### src/rtl/gost_pkg.sv
// Shared types and widths for the two-requester GOST job arbiter.
// Everything that the arbiter and its operand slots must agree on lives here.
package gost_pkg;

    localparam int DATA_W = 64;
    localparam int KEY_W  = 256;
    localparam int CNT_W  = 16;

    typedef enum logic [1:0] {
        S_IDLE,
        S_ISSUE,
        S_WAIT,
        S_DELIVER
    } state_t;

endpackage

### src/rtl/gost_req_slot.sv
// Operand latch for one requester: captures a job when it is granted and
// presents it to the shared core bus only while this requester owns the core.
module gost_req_slot
    import gost_pkg::*;
(
    input  logic              clock,
    input  logic              reset,
    input  logic              i_load,
    input  logic              i_sel,
    input  logic              i_encDec,
    input  logic [DATA_W-1:0] i_data,
    input  logic [KEY_W-1:0]  i_key,
    output logic              o_encDec,
    output logic [DATA_W-1:0] o_data,
    output logic [KEY_W-1:0]  o_key
);

    logic              r_encDec;
    logic [DATA_W-1:0] r_data;
    logic [KEY_W-1:0]  r_key;

    always_ff @(posedge clock) begin
        if (reset) begin
            r_encDec <= 1'b0;
            r_data   <= '0;
            r_key    <= '0;
        end else if (i_load) begin
            r_encDec <= i_encDec;
            r_data   <= i_data;
            r_key    <= i_key;
        end
    end

    // Unselected slots drive zero so the top can simply OR both slots together.
    assign o_encDec = i_sel & r_encDec;
    assign o_data   = i_sel ? r_data : '0;
    assign o_key    = i_sel ? r_key  : '0;

endmodule

### src/rtl/gost_req_arbiter.sv
// Round-robin arbiter sharing one externally instantiated GOST core between two
// requesters, with a watchdog that aborts a job the core never finishes.
module gost_req_arbiter
    import gost_pkg::*;
#(
    parameter int TIMEOUT_CYCLES = 255
) (
    input  logic              clock,
    input  logic              reset,

    input  logic              req0_valid,
    output logic              req0_ready,
    input  logic              req0_enc_dec,
    input  logic [DATA_W-1:0] req0_data,
    input  logic [KEY_W-1:0]  req0_key,

    input  logic              req1_valid,
    output logic              req1_ready,
    input  logic              req1_enc_dec,
    input  logic [DATA_W-1:0] req1_data,
    input  logic [KEY_W-1:0]  req1_key,

    output logic [1:0]        rsp_valid,
    output logic [DATA_W-1:0] rsp_data,
    output logic              rsp_error,

    output logic              core_start,
    output logic              core_enc_dec,
    output logic [DATA_W-1:0] core_data_i,
    output logic [KEY_W-1:0]  core_key_i,
    input  logic [DATA_W-1:0] core_data_o,
    input  logic              core_busy,
    input  logic              core_ready
);

    state_t            r_state;
    state_t            w_nextState;

    logic              r_prio;
    logic              r_grant;
    logic [CNT_W-1:0]  r_cnt;
    logic [CNT_W-1:0]  w_cntNext;

    logic [1:0]        r_rspValid;
    logic              r_rspError;
    logic [DATA_W-1:0] r_rspData;

    logic              w_grant0;
    logic              w_grant1;
    logic              w_accept;
    logic              w_done;
    logic              w_timeout;

    logic              w_enc0;
    logic              w_enc1;
    logic [DATA_W-1:0] w_data0;
    logic [DATA_W-1:0] w_data1;
    logic [KEY_W-1:0]  w_key0;
    logic [KEY_W-1:0]  w_key1;

    always_ff @(posedge clock) begin
        if (reset) begin
            r_state <= S_IDLE;
        end else begin
            r_state <= w_nextState;
        end
    end

    always_comb begin
        w_nextState = r_state;
        w_grant0    = 1'b0;
        w_grant1    = 1'b0;
        w_accept    = 1'b0;
        w_done      = 1'b0;
        w_timeout   = 1'b0;
        w_cntNext   = r_cnt + CNT_W'(1);
        case (r_state)
            S_IDLE: begin
                // r_prio names the requester that wins a tie.
                if (!core_busy && (req0_valid || req1_valid)) begin
                    w_accept = 1'b1;
                    if (req0_valid && req1_valid) begin
                        w_grant0 = ~r_prio;
                        w_grant1 = r_prio;
                    end else begin
                        w_grant0 = req0_valid;
                        w_grant1 = req1_valid;
                    end
                    w_nextState = S_ISSUE;
                end
            end
            S_ISSUE: begin
                w_nextState = S_WAIT;
            end
            S_WAIT: begin
                if (core_ready) begin
                    w_done      = 1'b1;
                    w_nextState = S_DELIVER;
                end else if (w_cntNext == CNT_W'(TIMEOUT_CYCLES)) begin
                    w_done      = 1'b1;
                    w_timeout   = 1'b1;
                    w_nextState = S_DELIVER;
                end
            end
            S_DELIVER: begin
                w_nextState = S_IDLE;
            end
            default: begin
                w_nextState = S_IDLE;
            end
        endcase
    end

    // Grant bookkeeping, watchdog counter and the registered response.
    always_ff @(posedge clock) begin
        if (reset) begin
            r_prio     <= 1'b0;
            r_grant    <= 1'b0;
            r_cnt      <= '0;
            r_rspValid <= 2'b00;
            r_rspError <= 1'b0;
            r_rspData  <= '0;
        end else begin
            r_rspValid <= 2'b00;
            r_rspError <= 1'b0;
            if (w_accept) begin
                r_grant <= w_grant1;
                r_prio  <= w_grant0;
            end
            if (r_state == S_ISSUE) begin
                r_cnt <= '0;
            end else if (r_state == S_WAIT) begin
                r_cnt <= w_cntNext;
            end
            if (w_done) begin
                r_rspValid <= r_grant ? 2'b10 : 2'b01;
                r_rspError <= w_timeout;
                r_rspData  <= w_timeout ? '0 : core_data_o;
            end
        end
    end

    gost_req_slot u_slot0 (
        .clock    (clock),
        .reset    (reset),
        .i_load   (w_grant0),
        .i_sel    (~r_grant),
        .i_encDec (req0_enc_dec),
        .i_data   (req0_data),
        .i_key    (req0_key),
        .o_encDec (w_enc0),
        .o_data   (w_data0),
        .o_key    (w_key0)
    );

    gost_req_slot u_slot1 (
        .clock    (clock),
        .reset    (reset),
        .i_load   (w_grant1),
        .i_sel    (r_grant),
        .i_encDec (req1_enc_dec),
        .i_data   (req1_data),
        .i_key    (req1_key),
        .o_encDec (w_enc1),
        .o_data   (w_data1),
        .o_key    (w_key1)
    );

    // Outputs are forced low while reset is held, even before the first edge.
    assign req0_ready   = ~reset & w_grant0;
    assign req1_ready   = ~reset & w_grant1;
    assign core_start   = ~reset & (r_state == S_ISSUE);
    assign core_enc_dec = ~reset & (w_enc0 | w_enc1);
    assign core_data_i  = reset ? '0 : (w_data0 | w_data1);
    assign core_key_i   = reset ? '0 : (w_key0 | w_key1);
    assign rsp_valid    = reset ? 2'b00 : r_rspValid;
    assign rsp_error    = ~reset & r_rspError;
    assign rsp_data     = reset ? '0 : r_rspData;

endmodule
### config.mk
export PLATFORM = sky130hd
export DESIGN_NAME = gost_req_arbiter
export DESIGN_NICKNAME = d
export VERILOG_FILES = /design/src/rtl/gost_pkg.sv /design/src/rtl/gost_req_slot.sv /design/src/rtl/gost_req_arbiter.sv
export SDC_FILE = /design/constraint.sdc
export NUM_CORES = 2
export LEC_CHECK = 0
export ABC_AREA = 1
export BUFFER_PORTS_ARGS = -buffer_cell sky130_fd_sc_hd__buf_4
export CAP_MARGIN = 20
export CORE_AREA = 2 2 428 430
export DETAILED_ROUTE_END_ITERATION = 6
export DIE_AREA = 0 0 430 432
export GPL_TIMING_DRIVEN = 1
export PLACE_DENSITY = 0.43
export SYNTH_ARGS = -nofsm -noshare
export SYNTH_HDL_FRONTEND = slang
export SYNTH_SLANG_ARGS = --single-unit
export TNS_END_PERCENT = 30
### constraint.sdc
create_clock -name clock -period 1.95 [get_ports clock]
set_clock_uncertainty 0.2 [all_clocks]
set_input_delay 0.39 -clock clock [delete_from_list [all_inputs] [get_ports clock]]
set_output_delay 0.39 -clock clock [all_outputs]
set_load 0.02 [all_outputs]
Word-level counts from Yosys, hierarchy flattened

Cells that the tools add are included.

Flip-flop bits (word level): 729
Input bits: 712
Output and inout bits: 391

$add $sub $neg: 1
Equal/unequal tests: 6
Muxes and demuxes: 27
Bitwise logic cells: 14
Reduce and logical (&&, ||, !) cells: 8

Operators with widths:

| operator                                              | count |
|---|---|
| two-way mux 256 bit                                   | 3 |
| two-way mux 64 bit                                    | 5 |
| bitwise OR 256 bit                                    | 1 |
| bitwise OR 64 bit                                     | 1 |
| adder 16 x 1 -> 16 bit (second input constant)        | 1 |
| equality test 16 x 8 -> 1 bit (second input constant) | 1 |
| two-way mux 1 bit                                     | 13 |
| two-way mux 2 bit                                     | 5 |
| case mux 2 bit (4 select lines)                       | 1 |
| AND 1 bit                                             | 7 |
| equality test 2 bit (second input constant)           | 2 |
| inverter 1 bit                                        | 4 |
| OR reduction 2 bit                                    | 2 |
| inequality test 3 bit (second input constant)         | 1 |
| equality test 2 x 1 -> 1 bit (second input constant)  | 1 |
| logical AND 1 bit                                     | 2 |
| logical NOT 2 bit                                     | 1 |
| inequality test 2 bit (second input constant)         | 1 |
| AND reduction 2 bit                                   | 1 |
| logical NOT 1 bit                                     | 1 |
| logical OR 1 bit                                      | 1 |
| bitwise OR 1 bit                                      | 1 |

Longest topological paths before layout

Depth after elaboration: 7
Gate-level depth with buffers: 17

Hierarchy

From an unflattened synthesis, not the netlist that was laid out.

Cell total of the unflattened synthesis: 6738
Area, all modules: 37716.2 um^2

Modules (own cells, without submodules):

| module           | instances | cells each | area an instance (um^2) | seq. area each (um^2) |
|---|---|---|---|---|
| gost_req_slot    | 2         | 2711       | 15528.6                 | 6426.2 |
| gost_req_arbiter | 1         | 1316       | 6658.9                  | 1741.7 |

Least setup slack after synthesis

No wires, ideal clock.

Path type: input to output
Start point: input req0_valid
End point: output req0_ready
Arrival time: 1744 ps
Required time: 1360 ps
Path slack: -384 ps
Stages: 8
Path buffers: 2
Path through: inv_1 -> o21ai_1 -> inv_1 -> nor3_2 -> inv_2 -> clkbuf_1 -> clkbuf_1 -> nor2_1

Longest elaborated chain between the ends: 5
Elaborated cells between the ends (all ways): 7
Those cells by class: mux (3); bitwise (1); reduce/logical (3)

Ends and longest elaborated chain:

| item                                                   | line                                           | source |
|---|---|---|
| start, declared                                        | gost_req_arbiter.sv:11                         | `input logic req0_valid,` |
| logical AND 1 bit or logical OR 1 bit (tied branches)  | gost_req_arbiter.sv:82, gost_req_arbiter.sv:80 |  |
| two-way mux 1 bit or logical AND 1 bit (tied branches) | gost_req_arbiter.sv:82, gost_req_arbiter.sv:80 |  |
| two-way mux 1 bit *                                    | gost_req_arbiter.sv:80                         | `if (!core_busy && (req0_valid \|\| req1_valid)) begin` |
| two-way mux 1 bit *                                    | gost_req_arbiter.sv:77                         | `case (r_state)` |
| AND 1 bit *                                            | gost_req_arbiter.sv:170                        | `assign req0_ready = ~reset & w_grant0;` |
| end, declared                                          | gost_req_arbiter.sv:12                         | `output logic req0_ready,` |

Mark *: on every way between the ends. The rest lies on a longest branch, timed or not.

Final worst setup path

Start point: register r_grant
End point: output core_key_i[85]

Longest elaborated chain between the ends: 3
Elaborated cells between the ends (all ways): 4
Those cells by class: mux (3); bitwise (1)

Ends and longest elaborated chain:

| item                   | line                    | source |
|---|---|---|
| start, declared        | gost_req_arbiter.sv:40  | `logic r_grant;` |
| start signal, assigned | gost_req_arbiter.sv:127 | `r_grant <= w_grant1;` |
| two-way mux 256 bit    | gost_req_slot.sv:37     | `assign o_key = i_sel ? r_key : '0;` |
| bitwise OR 256 bit *   | gost_req_arbiter.sv:175 | `assign core_key_i = reset ? '0 : (w_key0 \| w_key1);` |
| two-way mux 256 bit *  | gost_req_arbiter.sv:175 |  |
| end, declared          | gost_req_arbiter.sv:30  | `output logic [KEY_W-1:0] core_key_i,` |

Marks and branches as above.

==> run_summary.xml <==
<?xml version="1.0" encoding="UTF-8"?>
<metrics>
  <group name="run_status">
    <metric name="run_status" unit="">finished with violations</metric>
    <metric name="violations_in_the_final_reports" unit="">setup timing</metric>
  </group>
  <group name="clocking">
    <metric name="cts.path.max_buffers" unit="">3</metric>
    <metric name="clock_sinks" unit="">729</metric>
    <metric name="cts_root_buffer_type" unit="">sky130_fd_sc_hd__clkbuf_16</metric>
    <metric name="cts-buffers-inserted" unit="">94</metric>
    <metric name="tritoncts" unit="">yes</metric>
    <metric name="cts_max_level" unit="">3</metric>
    <metric name="clkSlewWorstSetupHoldPaths" unit="ns">0.06</metric>
    <metric name="clock_insertion_delay_worst_skew" unit="ns">0.72</metric>
  </group>
  <group name="global_routing">
    <metric name="via_count_of_the_first_global_routing_pass" unit="">36900</metric>
    <metric name="gr-usage-all-layers" unit="%">17.2</metric>
    <metric name="antenna_found_initial" unit="">13</metric>
    <metric name="grt_pass1_wl" unit="um">241000</metric>
    <metric name="overflow" unit="">0</metric>
    <metric name="grt_start_max_net_pins" unit="">67</metric>
  </group>
  <group name="layout">
    <metric name="post_layout_nonfiller_instances" unit="">9009</metric>
    <metric name="area_growth_syn_to_layout" unit="%">92.5</metric>
    <metric name="layout-drive-gt1-share" unit="%">31.3</metric>
    <metric name="final_core_util" unit="%">32.0</metric>
    <metric name="layout_commonest_cell" unit="">sky130_fd_sc_hd__nor2_1</metric>
    <metric name="most_used_cells_in_the_layout_excluding_fill_and_tap_cells" unit="">sky130_fd_sc_hd__nor2_1, sky130_fd_sc_hd__buf_4, sky130_fd_sc_hd__o21ai_0</metric>
    <metric name="fill_cells" unit="">19400</metric>
    <metric name="num-nets-final" unit="">7252</metric>
    <metric name="multi_input_comb_area" unit="um^2">15100</metric>
    <metric name="sequential_cell_area" unit="um^2">14600</metric>
  </group>
  <group name="sta">
    <metric name="timing.slew.headroom" unit="%">58.2</metric>
    <metric name="timing_hold_violations_final" unit="">0</metric>
    <metric name="setup_violations" unit="">1066</metric>
    <metric name="final.hold.worst_slack" unit="ns">0.116</metric>
    <metric name="post-route-min-period" unit="ns">2.84</metric>
    <metric name="timing.final.max_slew_violations" unit="">0</metric>
    <metric name="worst-slew-pin-transition" unit="ns">0.625</metric>
    <metric name="ratio_of_final_minimum_period_to_clock_period" unit="%">146</metric>
    <metric name="timing.final.ws_setup" unit="ns">-0.893</metric>
    <metric name="unrepaired_setup_endpoints_after_global_routing" unit="">true</metric>
    <metric name="fmax" unit="GHz">0.352</metric>
  </group>
  <group name="logic_synthesis">
    <metric name="yosys_warnings" unit="">0</metric>
    <metric name="netlist_area" unit="um^2">30200</metric>
    <metric name="postSynth.asyncResetShare" unit="%">0</metric>
    <metric name="postSynthRegisterBits" unit="">729</metric>
    <metric name="synth_cells" unit="">4483</metric>
    <metric name="syn-num-nets" unit="">5200</metric>
    <metric name="synthSimpleGateAreaFrac" unit="%">27.0</metric>
    <metric name="syn_area_per_cell" unit="um^2">6.73</metric>
    <metric name="synth-edff-count" unit="">0</metric>
    <metric name="synth_flop_cell" unit="">sky130_fd_sc_hd__dfxtp_1</metric>
    <metric name="ys_types" unit="">23</metric>
    <metric name="netlist_top_cells_area" unit="">sky130_fd_sc_hd__dfxtp_1, sky130_fd_sc_hd__nor2_1, sky130_fd_sc_hd__o21ai_0, sky130_fd_sc_hd__clkbuf_1, sky130_fd_sc_hd__inv_1</metric>
    <metric name="synth.yosys.seq_area_share" unit="%">48.4</metric>
    <metric name="synth_fa_ha_area_share" unit="%">0.207</metric>
    <metric name="yosys-mux-area-fraction" unit="%">0</metric>
    <metric name="synthXorXnorAreaFrac" unit="%">0.0580</metric>
    <metric name="post-synth-top-area-fraction" unit="%">48.4</metric>
    <metric name="complex_gate_fraction_of_the_synthesized_area" unit="%">17.7</metric>
    <metric name="yosys.area.top_type" unit="">sky130_fd_sc_hd__dfxtp_1</metric>
    <metric name="dominant_combinational_cell_family_by_area_after_synthesis" unit="">simple AND/OR/NAND/NOR gates</metric>
  </group>
  <group name="drt">
    <metric name="wl_final" unit="um">174000</metric>
    <metric name="drt-initial-drc-count" unit="">2184</metric>
    <metric name="wl_per_cell" unit="um">19.3</metric>
    <metric name="num_vias" unit="">37400</metric>
    <metric name="routed_via_density" unit="">4.15</metric>
    <metric name="drt.antenna.violating_nets" unit="">0</metric>
    <metric name="drc_errors" unit="">0</metric>
    <metric name="drt-pass1-iter-count" unit="">5</metric>
  </group>
  <group name="critical_path">
    <metric name="cp_num_buf_inv" unit="">6</metric>
    <metric name="critical_path.endpoint_type" unit="">output pin</metric>
    <metric name="r2r_slack" unit="ns">-0.45</metric>
    <metric name="most_common_cell_on_crit_path" unit="">sky130_fd_sc_hd__buf_12</metric>
    <metric name="cp_top_family" unit="">buffers and inverters</metric>
    <metric name="cp-start-kind" unit="">flop</metric>
    <metric name="worst-endpoint-required" unit="ns">1.36</metric>
    <metric name="path_class" unit="">flop to output pin</metric>
    <metric name="crit_path_cell_trace" unit="">clkinv_8 -&gt; buf_12 -&gt; buf_16 -&gt; buf_12 -&gt; buf_12 -&gt; nor2_2 -&gt; nor2_1 -&gt; buf_4</metric>
    <metric name="worst_ep_arrival_time" unit="ns">2.25</metric>
    <metric name="start_of_the_worst_register_to_register_path" unit="">r_cnt[0]</metric>
    <metric name="worst_setup_path_startpoint" unit="">r_grant</metric>
    <metric name="critical_path_max_stage_delay" unit="ns">0.47</metric>
    <metric name="cp_max_fo" unit="">8</metric>
    <metric name="cpMaxStageDelayCell" unit="">sky130_fd_sc_hd__dfxtp_4</metric>
  </group>
  <group name="power_and_ir_drop">
    <metric name="power.density_cell_area" unit="nW/um^2">858</metric>
    <metric name="leakage_power_figure" unit="nW">27.1</metric>
    <metric name="vdd_drop_max" unit="uV">644</metric>
  </group>
  <group name="hold_path">
    <metric name="worstHoldPathType" unit="">input pin to flop</metric>
    <metric name="worstHoldStart" unit="">reset</metric>
  </group>
  <group name="floorplan">
    <metric name="top_level_port_count" unit="">1103</metric>
    <metric name="floorplan_core_area" unit="um^2">182000</metric>
    <metric name="initial_core_util" unit="%">16.6</metric>
    <metric name="die-height" unit="um">432</metric>
    <metric name="die_width" unit="um">430</metric>
    <metric name="design.die.area" unit="um^2">186000</metric>
    <metric name="fp-row-count" unit="">157</metric>
  </group>
  <group name="placement">
    <metric name="dp_hpwl" unit="um">123000</metric>
    <metric name="place_congestion" unit="">0.889</metric>
    <metric name="placement.io_buffers" unit="">1102</metric>
    <metric name="dpl.cell_count" unit="">8040</metric>
  </group>
  <group name="job">
    <metric name="max-cap-violations" unit="">0</metric>
  </group>
</metrics>
## cells in the mapped netlist (14+ instances only)
library cell               number
sky130_fd_sc_hd__o21ai_0     1006
sky130_fd_sc_hd__buf_1         16
sky130_fd_sc_hd__nor2_1      2016
sky130_fd_sc_hd__clkbuf_1     318
sky130_fd_sc_hd__o21ai_1       42
sky130_fd_sc_hd__nand2_1      118
sky130_fd_sc_hd__dfxtp_1      729
sky130_fd_sc_hd__nand3_1       14
sky130_fd_sc_hd__a21oi_1       18
sky130_fd_sc_hd__inv_1        173
## worst register-to-register path, stage by stage, from the launching register on
cell,delay [ns]
sky130_fd_sc_hd__dfxtp_1,0.34
sky130_fd_sc_hd__ha_1,0.17
sky130_fd_sc_hd__nand3_1,0.13
sky130_fd_sc_hd__nor2_1,0.21
sky130_fd_sc_hd__nand2_1,0.08
sky130_fd_sc_hd__nand2_1,0.09
sky130_fd_sc_hd__nand2_1,0.06
sky130_fd_sc_hd__nor2_1,0.13
sky130_fd_sc_hd__nand2_1,0.07
sky130_fd_sc_hd__nor2_1,0.08
sky130_fd_sc_hd__nand2_1,0.10
sky130_fd_sc_hd__nand2_1,0.09
sky130_fd_sc_hd__nand2_2,0.07
sky130_fd_sc_hd__buf_12,0.21
sky130_fd_sc_hd__nand2_1,0.15
sky130_fd_sc_hd__o21ai_0,0.08
## worst paths after layout
path         cells past startpoint              to
max                              8  core_key_i[85]
min                              4   r_rspValid[0]
max reg2reg                     15   r_rspData[27]
min reg2reg                      2          r_prio
## flip-flops by register name, summed over array words and instances, names as in the netlist
| name | flops |
|---|---|
| u_slot1.r_data | 64 |
| r_grant | 1 |
| u_slot1.r_encDec | 1 |
| r_state | 2 |
| r_rspData | 64 |
| u_slot0.r_encDec | 1 |
| u_slot1.r_key | 256 |
| r_rspError | 1 |
| r_rspValid | 2 |
| r_cnt | 16 |
| r_prio | 1 |
| u_slot0.r_data | 64 |
| u_slot0.r_key | 256 |
## area by class of cell
cell class | count | share of cell area (%)
timing repair buffer | 2299 | 37.0
multi-input combinational | 3235 | 26.0
sequential | 729 | 25.1
tap | 2385 | 5.14
clock buffer | 154 | 5.12
inverter | 176 | 1.21
clock inverter | 18 | 0.416
antenna | 13 | 0.0560
## per-layer routing
layer / up-vias / track usage (%) / routed length, um
met5: - / 0 / 27
met4: 4 / 5.60 / 6000
met3: 278 / 3.17 / 8680
met2: 1127 / 30.0 / 85700
met1: 17600 / 21.4 / 73600
li1: 18400 / - / -
## power breakdown
part | internal [mW] | total, mW | switching (mW)
Clock | 11.0 | 18.2 | 7.22
Combinational | 6.49 | 14.0 | 7.48
Sequential | 16.6 | 17.7 | 1.01
Total | 34.2 | 49.9 | 15.7
## cells by family after synthesis
logic type      after synthesis
compound gates             1068
xor+xnor                      2
fa+ha+maj                     5
buf+inv                     519
flops                       729
simple gates               2160
## metrics by stage
| stage | area [um^2] | setup WS [ns] | TNS (ns) | total power [mW] |
|---|---|---|---|---|
| after floorplan | 30500 | -0.274 | -41.03 | 22.8 |
| after global placement | 44400 | -0.433 | -207.30 | 29.0 |
| after detailed placement | 44400 | -0.392 | -223.52 | 29.1 |
| after CTS | 55400 | -0.985 | -439.60 | 49.3 |
| after global routing | 58100 | -1.01 | -546.30 | 52.3 |
| final | 58100 | -0.893 | -439.93 | 49.9 |
## repair_timing
item                                    4_1_cts  5_1_grt
hold endpoints to repair                    711        0
gates resized for setup                     120      526
hold buffers                                715        0
endpoints found under the setup margin     1099     1117
pin swaps                                     9       94
buffers inserted                             13       30
cloned                                        4       33
Note: power is estimated with default switching activity, not from simulation.
